### src/rtl/lsu_axi_stage_if.sv
// AXI4-Lite master bus used by the load/store stage.
// The master modport is the stage side; the slave modport is the memory side.
interface lsu_axi_stage_if #(
  parameter int ADDR_W = 32,
  parameter int DATA_W = 32
);
  localparam int STRB_W = DATA_W / 8;

  logic [ADDR_W-1:0] araddr;
  logic              arvalid;
  logic              arready;
  logic [DATA_W-1:0] rdata;
  logic [1:0]        rresp;
  logic              rvalid;
  logic              rready;
  logic [ADDR_W-1:0] awaddr;
  logic              awvalid;
  logic              awready;
  logic [DATA_W-1:0] wdata;
  logic [STRB_W-1:0] wstrb;
  logic              wvalid;
  logic              wready;
  logic [1:0]        bresp;
  logic              bvalid;
  logic              bready;

  modport master (
    output araddr, arvalid, input arready,
    input rdata, rresp, rvalid, output rready,
    output awaddr, awvalid, input awready,
    output wdata, wstrb, wvalid, input wready,
    input bresp, bvalid, output bready
  );

  modport slave (
    input araddr, arvalid, output arready,
    output rdata, rresp, rvalid, input rready,
    input awaddr, awvalid, output awready,
    input wdata, wstrb, wvalid, output wready,
    output bresp, bvalid, input bready
  );
endinterface

### src/rtl/lsu_axi_stage.sv
// EX->WB memory stage: turns loads/stores into AXI4-Lite transactions with
// sub-word lane alignment, and reports misaligned accesses and bus faults.
module lsu_axi_stage #(
  parameter int ADDR_W = 32,
  parameter int DATA_W = 32,
  parameter int RD_W   = 5
) (
  input  logic              clk,
  input  logic              rst_n,
  input  logic              in_valid,
  output logic              in_ready,
  input  logic [ADDR_W-1:0] in_pc,
  input  logic [31:0]       in_inst,
  input  logic              in_mem_ren,
  input  logic              in_mem_wen,
  input  logic [2:0]        in_funct3,
  input  logic [ADDR_W-1:0] in_addr,
  input  logic [DATA_W-1:0] in_wdata,
  input  logic [RD_W-1:0]   in_rd,
  input  logic              in_r_wen,
  output logic              out_valid,
  input  logic              out_ready,
  output logic [ADDR_W-1:0] out_pc,
  output logic [31:0]       out_inst,
  output logic [RD_W-1:0]   out_rd,
  output logic              out_r_wen,
  output logic [ADDR_W-1:0] out_ex_result,
  output logic [DATA_W-1:0] out_rdata,
  output logic              out_misalign,
  output logic              out_fault,
  lsu_axi_stage_if.master   m
);
  localparam int STRB_W = DATA_W / 8;
  localparam int OFF_W  = $clog2(STRB_W);

  typedef enum logic [2:0] {IDLE, AR, R, W, B, DONE} state_t;

  state_t            state_q, state_d;
  logic [ADDR_W-1:0] pc_q, addr_q;
  logic [31:0]       inst_q;
  logic [RD_W-1:0]   rd_q;
  logic              r_wen_q, mis_q, fault_q, aw_done_q, w_done_q;
  logic [2:0]        funct3_q;
  logic [DATA_W-1:0] wdata_q, rdata_q, rshift, load_ext;
  logic [STRB_W-1:0] wstrb_q, cap_mask;
  logic [OFF_W-1:0]  cap_off;
  logic              capture, cap_mis, aw_fin, w_fin;

  assign in_ready = (state_q == IDLE) || (state_q == DONE && out_ready);
  assign capture  = in_valid && in_ready;
  assign cap_off  = in_addr[OFF_W-1:0];

  // Alignment and byte-lane mask of the incoming access, judged before any bus activity
  always_comb begin
    cap_mis  = 1'b0;
    cap_mask = '0;
    case (in_funct3[1:0])
      2'd0: cap_mask = STRB_W'(8'h01);
      2'd1: begin
        cap_mask = STRB_W'(8'h03);
        cap_mis  = in_addr[0];
      end
      2'd2: begin
        cap_mask = STRB_W'(8'h0F);
        cap_mis  = (in_addr[1:0] != 2'b00);
      end
      default: begin
        cap_mask = STRB_W'(8'hFF);
        cap_mis  = (DATA_W == 32) || (in_addr[2:0] != 3'b000);
      end
    endcase
    if (in_mem_ren && in_funct3 == 3'b111) cap_mis = 1'b1;
    if (!in_mem_ren && !in_mem_wen) cap_mis = 1'b0;
  end

  assign aw_fin = aw_done_q || (m.awvalid && m.awready);
  assign w_fin  = w_done_q || (m.wvalid && m.wready);

  always_comb begin
    state_d = state_q;
    if (capture) begin
      if (cap_mis)         state_d = DONE;
      else if (in_mem_ren) state_d = AR;
      else if (in_mem_wen) state_d = W;
      else                 state_d = DONE;
    end else begin
      case (state_q)
        AR:      if (m.arready) state_d = R;
        R:       if (m.rvalid) state_d = DONE;
        W:       if (aw_fin && w_fin) state_d = B;
        B:       if (m.bvalid) state_d = DONE;
        DONE:    if (out_ready) state_d = IDLE;
        default: state_d = state_q;
      endcase
    end
  end

  always_ff @(posedge clk) begin
    if (!rst_n) state_q <= IDLE;
    else        state_q <= state_d;
  end

  assign rshift = m.rdata >> {off_q(addr_q), 3'b000};

  function automatic logic [OFF_W-1:0] off_q(input logic [ADDR_W-1:0] a);
    return a[OFF_W-1:0];
  endfunction

  always_comb begin
    load_ext = '0;
    case (funct3_q)
      3'b000:  load_ext = DATA_W'($signed(rshift[7:0]));
      3'b001:  load_ext = DATA_W'($signed(rshift[15:0]));
      3'b010:  load_ext = DATA_W'($signed(rshift[31:0]));
      3'b011:  load_ext = rshift;
      3'b100:  load_ext = DATA_W'(rshift[7:0]);
      3'b101:  load_ext = DATA_W'(rshift[15:0]);
      3'b110:  load_ext = DATA_W'(rshift[31:0]);
      default: load_ext = '0;
    endcase
  end

  // Fault and misalign both suppress the register write so WB never commits bad data
  always_ff @(posedge clk) begin
    if (!rst_n) begin
      pc_q      <= '0;
      inst_q    <= '0;
      rd_q      <= '0;
      addr_q    <= '0;
      funct3_q  <= '0;
      r_wen_q   <= 1'b0;
      mis_q     <= 1'b0;
      fault_q   <= 1'b0;
      rdata_q   <= '0;
      wdata_q   <= '0;
      wstrb_q   <= '0;
      aw_done_q <= 1'b0;
      w_done_q  <= 1'b0;
    end else begin
      if (capture) begin
        pc_q      <= in_pc;
        inst_q    <= in_inst;
        rd_q      <= in_rd;
        addr_q    <= in_addr;
        funct3_q  <= in_funct3;
        r_wen_q   <= in_r_wen && !cap_mis;
        mis_q     <= cap_mis;
        fault_q   <= 1'b0;
        rdata_q   <= '0;
        wdata_q   <= in_wdata << {cap_off, 3'b000};
        wstrb_q   <= cap_mask << cap_off;
        aw_done_q <= 1'b0;
        w_done_q  <= 1'b0;
      end
      if (state_q == R && m.rvalid) begin
        fault_q <= (m.rresp != 2'b00);
        if (m.rresp != 2'b00) begin
          rdata_q <= '0;
          r_wen_q <= 1'b0;
        end else begin
          rdata_q <= load_ext;
        end
      end
      if (state_q == W) begin
        if (m.awvalid && m.awready) aw_done_q <= 1'b1;
        if (m.wvalid && m.wready)   w_done_q  <= 1'b1;
      end
      if (state_q == B && m.bvalid) fault_q <= (m.bresp != 2'b00);
    end
  end

  assign m.araddr  = addr_q;
  assign m.arvalid = (state_q == AR);
  assign m.rready  = (state_q == R);
  assign m.awaddr  = addr_q;
  assign m.awvalid = (state_q == W) && !aw_done_q;
  assign m.wdata   = wdata_q;
  assign m.wstrb   = wstrb_q;
  assign m.wvalid  = (state_q == W) && !w_done_q;
  assign m.bready  = (state_q == B);

  assign out_valid     = (state_q == DONE);
  assign out_pc        = pc_q;
  assign out_inst      = inst_q;
  assign out_rd        = rd_q;
  assign out_r_wen     = r_wen_q;
  assign out_ex_result = addr_q;
  assign out_rdata     = rdata_q;
  assign out_misalign  = mis_q;
  assign out_fault     = fault_q;
endmodule

### src/flat_wrapper.sv
// flat-port wrapper written by rule: the top's interface ports become plain ports
module lsu_axi_stage_flat 
#(
  parameter int ADDR_W = 32,
  parameter int DATA_W = 32,
  parameter int RD_W   = 5
)
  (clk, rst_n, in_valid, in_ready, in_pc, in_inst, in_mem_ren, in_mem_wen, in_funct3, in_addr, in_wdata, in_rd, in_r_wen, out_valid, out_ready, out_pc, out_inst, out_rd, out_r_wen, out_ex_result, out_rdata, out_misalign, out_fault, m_araddr, m_arvalid, m_arready, m_rdata, m_rresp, m_rvalid, m_rready, m_awaddr, m_awvalid, m_awready, m_wdata, m_wstrb, m_wvalid, m_wready, m_bresp, m_bvalid, m_bready);
  lsu_axi_stage_if #(.ADDR_W(ADDR_W), .DATA_W(DATA_W)) m_i ();
  input  logic clk;
  input  logic rst_n;
  input  logic in_valid;
  output logic in_ready;
  input  logic [ADDR_W-1:0] in_pc;
  input  logic [31:0] in_inst;
  input  logic in_mem_ren;
  input  logic in_mem_wen;
  input  logic [2:0] in_funct3;
  input  logic [ADDR_W-1:0] in_addr;
  input  logic [DATA_W-1:0] in_wdata;
  input  logic [RD_W-1:0] in_rd;
  input  logic in_r_wen;
  output logic out_valid;
  input  logic out_ready;
  output logic [ADDR_W-1:0] out_pc;
  output logic [31:0] out_inst;
  output logic [RD_W-1:0] out_rd;
  output logic out_r_wen;
  output logic [ADDR_W-1:0] out_ex_result;
  output logic [DATA_W-1:0] out_rdata;
  output logic out_misalign;
  output logic out_fault;
  output wire logic [$bits(m_i.araddr)-1:0] m_araddr;
  output wire logic [$bits(m_i.arvalid)-1:0] m_arvalid;
  input wire logic [$bits(m_i.arready)-1:0] m_arready;
  input wire logic [$bits(m_i.rdata)-1:0] m_rdata;
  input wire logic [$bits(m_i.rresp)-1:0] m_rresp;
  input wire logic [$bits(m_i.rvalid)-1:0] m_rvalid;
  output wire logic [$bits(m_i.rready)-1:0] m_rready;
  output wire logic [$bits(m_i.awaddr)-1:0] m_awaddr;
  output wire logic [$bits(m_i.awvalid)-1:0] m_awvalid;
  input wire logic [$bits(m_i.awready)-1:0] m_awready;
  output wire logic [$bits(m_i.wdata)-1:0] m_wdata;
  output wire logic [$bits(m_i.wstrb)-1:0] m_wstrb;
  output wire logic [$bits(m_i.wvalid)-1:0] m_wvalid;
  input wire logic [$bits(m_i.wready)-1:0] m_wready;
  input wire logic [$bits(m_i.bresp)-1:0] m_bresp;
  input wire logic [$bits(m_i.bvalid)-1:0] m_bvalid;
  output wire logic [$bits(m_i.bready)-1:0] m_bready;
  assign m_araddr = m_i.araddr;
  assign m_arvalid = m_i.arvalid;
  assign m_i.arready = m_arready;
  assign m_i.rdata = m_rdata;
  assign m_i.rresp = m_rresp;
  assign m_i.rvalid = m_rvalid;
  assign m_rready = m_i.rready;
  assign m_awaddr = m_i.awaddr;
  assign m_awvalid = m_i.awvalid;
  assign m_i.awready = m_awready;
  assign m_wdata = m_i.wdata;
  assign m_wstrb = m_i.wstrb;
  assign m_wvalid = m_i.wvalid;
  assign m_i.wready = m_wready;
  assign m_i.bresp = m_bresp;
  assign m_i.bvalid = m_bvalid;
  assign m_bready = m_i.bready;
  lsu_axi_stage #(.ADDR_W(ADDR_W), .DATA_W(DATA_W), .RD_W(RD_W)) u_core (.clk(clk), .rst_n(rst_n), .in_valid(in_valid), .in_ready(in_ready), .in_pc(in_pc), .in_inst(in_inst), .in_mem_ren(in_mem_ren), .in_mem_wen(in_mem_wen), .in_funct3(in_funct3), .in_addr(in_addr), .in_wdata(in_wdata), .in_rd(in_rd), .in_r_wen(in_r_wen), .out_valid(out_valid), .out_ready(out_ready), .out_pc(out_pc), .out_inst(out_inst), .out_rd(out_rd), .out_r_wen(out_r_wen), .out_ex_result(out_ex_result), .out_rdata(out_rdata), .out_misalign(out_misalign), .out_fault(out_fault), .m(m_i));
endmodule
### config.mk
export PLATFORM = sky130hd
export DESIGN_NAME = lsu_axi_stage_flat
export DESIGN_NICKNAME = d
export VERILOG_FILES = /design/src/rtl/lsu_axi_stage_if.sv /design/src/rtl/lsu_axi_stage.sv /design/src/flat_wrapper.sv
export SDC_FILE = /design/constraint.sdc
export NUM_CORES = 1
export LEC_CHECK = 0
export BUFFER_PORTS_ARGS = -buffer_cell sky130_fd_sc_hd__clkbuf_2
export CAP_MARGIN = 20
export CORE_MARGIN = 5
export CORE_UTILIZATION = 30
export DETAILED_ROUTE_END_ITERATION = 10
export GPL_TIMING_DRIVEN = 0
export PLACE_DENSITY_LB_ADDON = 0.08
export SETUP_SLACK_MARGIN = 0.3
export SLEW_MARGIN = 20
export SYNTH_ARGS = -nofsm -noshare
export SYNTH_HDL_FRONTEND = slang
export SYNTH_SLANG_ARGS = --single-unit
### constraint.sdc
create_clock -name clk -period 1.8 [get_ports clk]
set_input_delay 0.09 -clock clk [delete_from_list [all_inputs] [get_ports clk]]
set_output_delay 0.09 -clock clk [all_outputs]
set_load 0.05 [all_outputs]
* Word-level counts from Yosys, hierarchy flattened *
Index checks and enable logic that the tools add are counted.

storage, ports and cells
  output and inout port bits = 243
  bits in registers = 180
  bits of input ports = 184
  logic and storage cells = 97

cells by class
  shifts and indexed selects = 3
  equal/unequal tests = 19
  reduce and logical (&&, ||, !) cells = 31
  muxes and demuxes = 30

operators with widths
  cell                  count
  $pmux W32 S5          1
  $mux W32              3
  $shl A32 B5 Y32       1
  $shr A32 B5 Y32       1
  $mux W3               9
  $eq A3 B3 Y1 const B  6
  $pmux W3 S5           1
  $mux W1               14
  $eq A3 B2 Y1 const B  4
  $logic_and A1 B1 Y1   12
  $ne A3 B1 Y1 const B  3
  $pmux W4 S2           1
  $reduce_bool A2 Y1    4
  $eq A3 B1 Y1 const B  2
  $logic_not A3 Y1      2
  $ne A3 B2 Y1 const B  2
  $reduce_and A6 Y1     1
  $reduce_bool A6 Y1    1
  $logic_not A1 Y1      5
  $shl A4 B2 Y4         1
  $logic_or A1 B1 Y1    3
  $pmux W1 S3           1
  $reduce_bool A3 Y1    1
  $reduce_or A3 Y1      1
  other kinds (3)       3

* Depth between registers and ports, before layout *
Gate-level depths: netlist of the first run.

  depth in word-level cells = 9
  depth in mapped cells = 8
  mapped depth without buffers = 5

* Least setup slack after synthesis of the first run *
OpenSTA, ideal clock, no wires.

  kind = reg2reg
  from = register u_core.state_q[0]
  to = register u_core.state_q[2]
  buffers on the path = 1
  setup slack = -0.701 ns
  arrival = 2.384 ns
  stages on the path, launching flop included = 7
  data required time = 1.684 ns
  clock period less this slack = 2.501 ns
  setup time = 0.116 ns
  cells stage by stage = dfxtp_1 buf_2 nor3b_1 a22o_1 nor4_4 o21a_1 o211a_1

on the way
  elaborated cells on any way between the ends = 25
  those cells by class = eq/ne (10); mux (2); reduce/logical (13)

RTL lines
  what                                                           RTL line              text
  start: declaration                                             lsu_axi_stage.sv:38   state_t state_q, state_d;
  start signal: assignment                                       lsu_axi_stage.sv:100  else state_q <= state_d;
  $eq A3 B2 Y1 (*)                                               n/a
  via m_rready                                                   flat_wrapper.sv:39    output wire logic [$bits(m_i.rready)-1:0] m_rready;
  $ne A3 B2 Y1 (no source line), or another cell as far along    n/a
  $reduce_and A6 Y1 (no source line) or $mux W3 (tied branches)  n/a

The timed path passes the listed nets; every way through them passes the cells marked *.
A chain may end at the register's enable or synchronous reset.

* Final worst setup path of the first run *
  from = register u_core.addr_q[1] (netlist: u_core.m.araddr[1])
  to = register u_core.rdata_q[29] (netlist: u_core.out_rdata[29])

on the way
  word-level cells in the longest chain between the ends = 4

ends and longest elaborated chain
  what                      RTL line              text
  start: declaration        lsu_axi_stage.sv:39   logic [ADDR_W-1:0] pc_q, addr_q;
  start signal: assignment  lsu_axi_stage.sv:144  addr_q <= in_addr;
  $shr A32 B5 Y32           lsu_axi_stage.sv:103  assign rshift = m.rdata >> {off_q(addr_q), 3'b000};
  $pmux W32 S5              lsu_axi_stage.sv:111  case (funct3_q)
  $mux W32                  lsu_axi_stage.sv:157  if (m.rresp != 2'b00) begin
  $mux W32                  lsu_axi_stage.sv:155  if (state_q == R && m.rvalid) begin
  end signal: assignment    lsu_axi_stage.sv:161  rdata_q <= load_ext;
  end: declaration          lsu_axi_stage.sv:44   logic [DATA_W-1:0] wdata_q, rdata_q, rshift, load_ext;

No other way between the ends.

==> results of run 1 <==
==> layer usage <==
metal / up-vias / global-route usage
li1: 4447 / -
met1: 4041 / 0.2488
met2: 297 / 0.3767
met3: 44 / 0.06516
met4: 4 / 0.05878
met5: - / 0
==> cells by family after synthesis <==
logic type / Yosys count / share of synthesized area
buffers and inverters: 141 / 0.1053
AND/OR/NAND/NOR: 392 / 0.2130
flip-flops: 180 / 0.4582
AO/OA/AOI/OAI: 229 / 0.1788
multiplexers: 35 / 0.04455
==> how the worst max path moves through the flow <==
stage                                    start                                 to  slack [ps]  cells past startpoint
2_1_floorplan  u_core.m.araddr[1]$_SDFFE_PN0P_  u_core.out_rdata[29]$_SDFFE_PN0P_          40                      7
3_3_place_gp    u_core.state_q[0]$_SDFFE_PN0P_    u_core.m.araddr[1]$_SDFFE_PN0P_        -420                      6
3_5_place_dp    u_core.state_q[0]$_SDFFE_PN0P_    u_core.m.araddr[1]$_SDFFE_PN0P_        -460                      6
4_1_cts         u_core.state_q[0]$_SDFFE_PN0P_     u_core.state_q[0]$_SDFFE_PN0P_          80                      7
5_1_grt         u_core.state_q[2]$_SDFFE_PN0P_                           m_wvalid           5                      4
6_report       u_core.m.araddr[1]$_SDFFE_PN0P_  u_core.out_rdata[29]$_SDFFE_PN0P_          60                      7
==> cell usage in the layout, fill, tap and decap left out, drive strengths merged, types with 15 or more instances in the layout <==
master and instances:
mux2i 35, nor3 24, nand2 246, a211o 15
clkbuf 476, dlygate4sd3 123, a211oi 28, nor2b 19
buf 132, dfxtp 180, nor2 74, a21oi 134
==> metrics by stage <==
step                      instance area [um^2]    util  cells  setup WS, ps  setup TNS, ps
final                                    13070  0.5046   1921         62.11              0
after CTS                                12950  0.4996   1913         78.15              0
after global routing                     13070  0.5046   1921         5.073              0
after global placement                   10450  0.4034   1738        -415.1         -39690
after detailed placement                 10450  0.4034   1738        -458.8         -44910
after floorplan                           7903       -    977         39.07              0
==> registers in the layout (all words and copies together) (netlist names), 3 cells and up <==
| name | count |
|---|---|
| u_core.out_pc | 32 |
| u_core.out_rdata | 32 |
| u_core.state_q | 3 |
| u_core.funct3_q | 3 |
| u_core.m.araddr | 32 |
| u_core.out_inst | 32 |
| u_core.m.wdata | 32 |
| u_core.m.wstrb | 4 |
| u_core.out_rd | 5 |
==> cell type report <==
class / instances / area (um^2) / share of cell area
multi-input cells: 656 / 3659 / 0.2798
flip-flops and latches: 180 / 3622 / 0.2771
clock inverters: 14 / 161.4 / 0.01235
repair buffers: 577 / 3689 / 0.2821
inverters: 5 / 18.77 / 0.001436
plain buffers: 136 / 1066 / 0.08154
clock buffers: 18 / 439.2 / 0.03359
well taps: 335 / 419.2 / 0.03206
==> worst max-delay path, delay by kind of cell (launching register included) <==
kind,cells,cell delay (ps)
mux,3,640
compound gates,1,280
flops,1,350
buf+inv,2,260
simple gates,1,90
==> report_power, final <==
part / internal [uW] / switching [uW]
clock network: 2020 / 1820
logic: 3260 / 6930
registers: 4760 / 568
==> what timing repair did <==
item,in CTS,in global routing
endpoints found under the setup margin,186,185
endpoints found under the hold margin,124,0
pin swaps,15,11
cloned,0,1
buffers inserted,20,7
hold buffers,123,0
gates resized for setup,123,14
==> summary.txt, run 1 <==
Critical path
  • Max incr delay on CP: 350 ps
  • Setup crit end kind: register
  • FF-to-FF End: u_core.out_rdata[29]$_SDFFE_PN0P_
  • Worst R2R Setup Slack: 60 ps
  • R2R Path Start: u_core.m.araddr[1]$_SDFFE_PN0P_
  • WP data required: 2120 ps
  • Largest fanout on the critical path: 5
  • Crit-path most repeated cell: mux2i_4
  • Slowest stage cell, crit path: dfxtp_4
  • Crit path launch type: register
  • Crit path DAT: 2060 ps
  • Reg2Reg Depth: 7
  • Crit-path cells: buf_8 > mux2i_4 > mux2i_4 > mux2i_2 > nor4_4 > buf_6 > a221o_2
  • Setup CP Type: register to register

Synthesis
  • Register area share after synthesis: 0.4582
  • Cell count after synthesis: 977
  • Area contributors post-synth: dfxtp_1 46%, nand2_1 12%, a21oi_1 8.5%
  • Post-Synthesis Net Count: 1161
  • Ys flop type: dfxtp_1
  • Asr flop ratio synth: 0
  • EDFF count, synth: 0
  • YS warnings: 0
  • Synth top area share: 0.4582
  • Top-count cell post-synth: nand2_1
  • Yosys top cell by area: dfxtp_1
  • Yosys reg bits: 180
  • Unique masters post-synth: 46
  • Syn avg cell area: 8.049 um^2
  • Most common library cells after synthesis: 246 x nand2_1, 180 x dfxtp_1, 134 x a21oi_1, 73 x nor2_1, 66 x buf_4
  • Post-Syn Area: 7864 um^2

Drt
  • Final wirelength: 33360 um
  • DR vias/cell: 4.598
  • Routed vias: 8833
  • DRT met1 WL: 13280 um
  • DR iter-0 viols: 380
  • Drt pass-1 iters: 5
  • Per-cell routed wire length: 17.37 um
  • DRC errors left: 0
  • Met3 wire length: 2827 um
  • Met2 WL post-DR: 16530 um
  • ANT nets after route: 0
  • Top Metal Used: met5

Clocking
  • Clock transition at path regs: 80 ps
  • CTS tree: built
  • # clock sinks: 180
  • Clock root cell: clkbuf_16
  • CTS HTree Levels: 4
  • CTS Buf Count: 17
  • CTS max path bufs: 2
  • Worst skew pair latency: 430 ps

Placement
  • Gpl congestion: 0.8399
  • DP HPWL: 25430 um
  • IO Port Bufs: 426

STA
  • Clock skew: 14.01 ps
  • Max Slew Vio Count: 0
  • Unrepaired setup endpoints after global routing: yes
  • Max Freq: 575.4 MHz
  • Period utilization: 0.9655
  • Minimum clock period: 1738 ps
  • Worst Hold Slack: 6.826 ps
  • # setup viols final: 0
  • Slew HR: 0.4698
  • Final count of hold timing violations: 0
  • Worst slew pin tran: 795.2 ps

Hold path
  • Hold Path End: u_core.m.wdata[21]$_SDFFE_PN0P_
  • WHS Path Cells: 3
  • Worst hold path type: primary input to register
  • Hold wc startpoint: in_wdata[13]

Layout
  • Nets: 1757
  • Filler instances: 2606
  • Layout area overhead: 66.25%
  • Share of cells above drive strength 1: 0.4054
  • # diodes: 0

Outcome
  • Status: finished clean

Job
  • Max Cap Violations: 0

Floorplan
  • Initial core utilization: 0.3035
  • Die Wd: 171.9 um
  • Chip Height: 171.9 um
  • Core Rows: 59
  • Core area: 25910 um^2
  • # IOs: 427
  • Die area: 29550 um^2

Power and ir drop
  • Lkg Pwr: 0.006209 uW
  • Tot Pwr: 19370 uW
  • Pwr/cell area: 1482 nW/um^2
  • VDD IR max: 0.7593 mV

Global route
  • Global route overflow: 0
  • Antenna violations before repair: 2
  • Vias in the first global route: 8740
  • Aggregate global-route resource usage: 0.2126
  • Global-route wire length before repair: 48980 um
  • Largest net degree at the start of global routing: 19
Note: power is estimated with default switching activity, not from simulation.
==> run 2, diff against run 1 <==
- CTS_BUF_LIST: unset -> sky130_fd_sc_hd__clkbuf_16
- PLACE_DENSITY_LB_ADDON: 0.08 -> 0.3
==> summary.txt, run 2 (synthesized netlist as in run 1, its figures left out) <==
Outcome
  • Status: complete, but fails checks
  • Failing checks: setup timing

Floorplan
  • Core Rows: 59
  • Initial core utilization: 0.3035
  • Die area: 29550 um^2
  • Core area: 25910 um^2
  • Chip Height: 171.9 um
  • Die Wd: 171.9 um
  • # IOs: 427

STA
  • Slew HR: 0.4049
  • Unrepaired setup endpoints after global routing: yes
  • Final count of hold timing violations: 0
  • Clock skew: 14.63 ps
  • Period utilization: 1.011
  • # setup viols final: 6
  • Worst slew pin tran: 889.4 ps
  • Setup WS post-layout: -19.67 ps
  • Minimum clock period: 1820 ps
  • Max Slew Vio Count: 0
  • Worst Hold Slack: 52.26 ps
  • Max Freq: 549.6 MHz

Critical path
  • Crit path from: u_core.m.araddr[1]$_SDFFE_PN0P_
  • CP delay by family, top: multiplexers
  • Crit-path cells: buf_8 > mux2i_4 > mux2i_4 > mux2i_2 > nor4_4 > buf_6 > buf_4 > a221o_1
  • Crit path DAT: 2130 ps
  • Crit path launch type: register
  • Setup CP Type: register to register
  • Largest fanout on the critical path: 5
  • WP data required: 2110 ps
  • Worst path bufs/invs: 3
  • Setup crit end kind: register
  • Crit-path most repeated cell: mux2i_4
  • Max incr delay on CP: 350 ps
  • R2R Path Start: u_core.m.araddr[1]$_SDFFE_PN0P_
  • Slowest stage cell, crit path: dfxtp_4

Clocking
  • CTS HTree Levels: 4
  • CTS tree: built
  • Worst skew pair latency: 430 ps
  • Clock root cell: clkbuf_16
  • CTS max path bufs: 2
  • CTS Buf Count: 17
  • # clock sinks: 180
  • Clock transition at path regs: 80 ps

Drt
  • DRC errors left: 0
  • Drt pass-1 iters: 5
  • Per-cell routed wire length: 19.25 um
  • DR iter-0 viols: 372
  • DR vias/cell: 4.905
  • ANT nets after route: 0
  • Routed vias: 9623
  • Final wirelength: 37760 um

Layout
  • Layout area overhead: 98.44%
  • Final design utilization: 0.6023
  • Filler instances: 2086
  • Share of cells above drive strength 1: 0.5953
  • Nets: 1797
  • Commonest non-fill, non-tap cell in the layout: clkbuf_2
  • Most frequent cells in the layout: 423 x clkbuf_2, 175 x dfxtp_1, 141 x nand2_1

Global route
  • Aggregate global-route resource usage: 0.2137
  • Vias in the first global route: 9093
  • Largest net degree at the start of global routing: 18
  • Antenna violations before repair: 2
  • Global-route wire length before repair: 49700 um
  • Global route overflow: 0

Power and ir drop
  • Lkg Pwr: 0.007421 uW
  • Pwr/cell area: 1469 nW/um^2
  • VDD IR max: 0.8978 mV

Placement
  • IO Port Bufs: 426
  • DP HPWL: 24740 um
  • Gpl congestion: 0.9338

Hold path
  • Hold wc startpoint: in_wdata[15]
  • Worst hold path type: primary input to register

Job
  • Max Cap Violations: 0
[run 2: path summary, 6_finish.rpt]
path | endpoint | slack, ps | cells past startpoint
max | u_core.out_rdata[31]$_SDFFE_PN0P_ | -20 | 8
min | u_core.m.wdata[23]$_SDFFE_PN0P_ | 50 | 3
max reg2reg | u_core.out_rdata[31]$_SDFFE_PN0P_ | -20 | 8
min reg2reg | u_core.out_pc[18]$_SDFFE_PN0P_ | 460 | 2
[run 2: power breakdown]
| group | switching [uW] | total [uW] | internal [uW] |
|---|---|---|---|
| sequential | 618 | 5380 | 4760 |
| clock | 1800 | 3760 | 1960 |
| combinational | 8550 | 13800 | 5230 |
| total | 11000 | 22900 | 12000 |
[run 2: repair_timing]
action                     4_1_cts  5_1_grt
setup buffers                   32       16
hold buffers                   121        0
pin swaps                       53      209
setup endpoints to repair      186      186
gates resized for setup        180      461
hold endpoints to repair       122        0
cloned                           2       20
[run 2: stage by stage]
stage	std cells	setup WS, ps	power (uW)	setup TNS, ps	cell area (um^2)
finish	1962	-19.67	22920	-60.15	15610
global route	1962	-65.98	23830	-1112	15610
CTS	1925	-19.91	19670	-58.48	13260
detailed placement	1738	-474.3	14320	-51340	10450
global placement	1738	-451.1	14240	-48390	10450
floorplan	977	39.07	11950	0	7903
[run 2: worst min-delay path, delay by kind of cell]
kind,cells,cell delay (ps)
compound gates,1,80
buf+inv,1,140
simple gates,1,130
[run 2: area by class of cell]
cell class | instances | area, um^2 | area share
antenna | 1 | 2.502 | 0.0001604
buffer | 136 | 1241 | 0.07954
clock buffer | 17 | 425.4 | 0.02726
clock inverter | 15 | 152.6 | 0.009782
inverter | 5 | 18.77 | 0.001203
multi-input combinational | 656 | 5279 | 0.3383
sequential | 180 | 3620 | 0.2320
tap | 335 | 419.2 | 0.02686
timing repair buffer | 617 | 4447 | 0.2850
[run 2: layer usage]
layer | global-route usage | wire [um] | vias to the layer above
li1 | - | - | 4542
met1 | 0.2435 | 14230 | 4565
met4 | 0.08476 | 1515 | 2
met5 | 0 | 14 | -
met2 | 0.3794 | 19040 | 437
met3 | 0.05830 | 2959 | 77
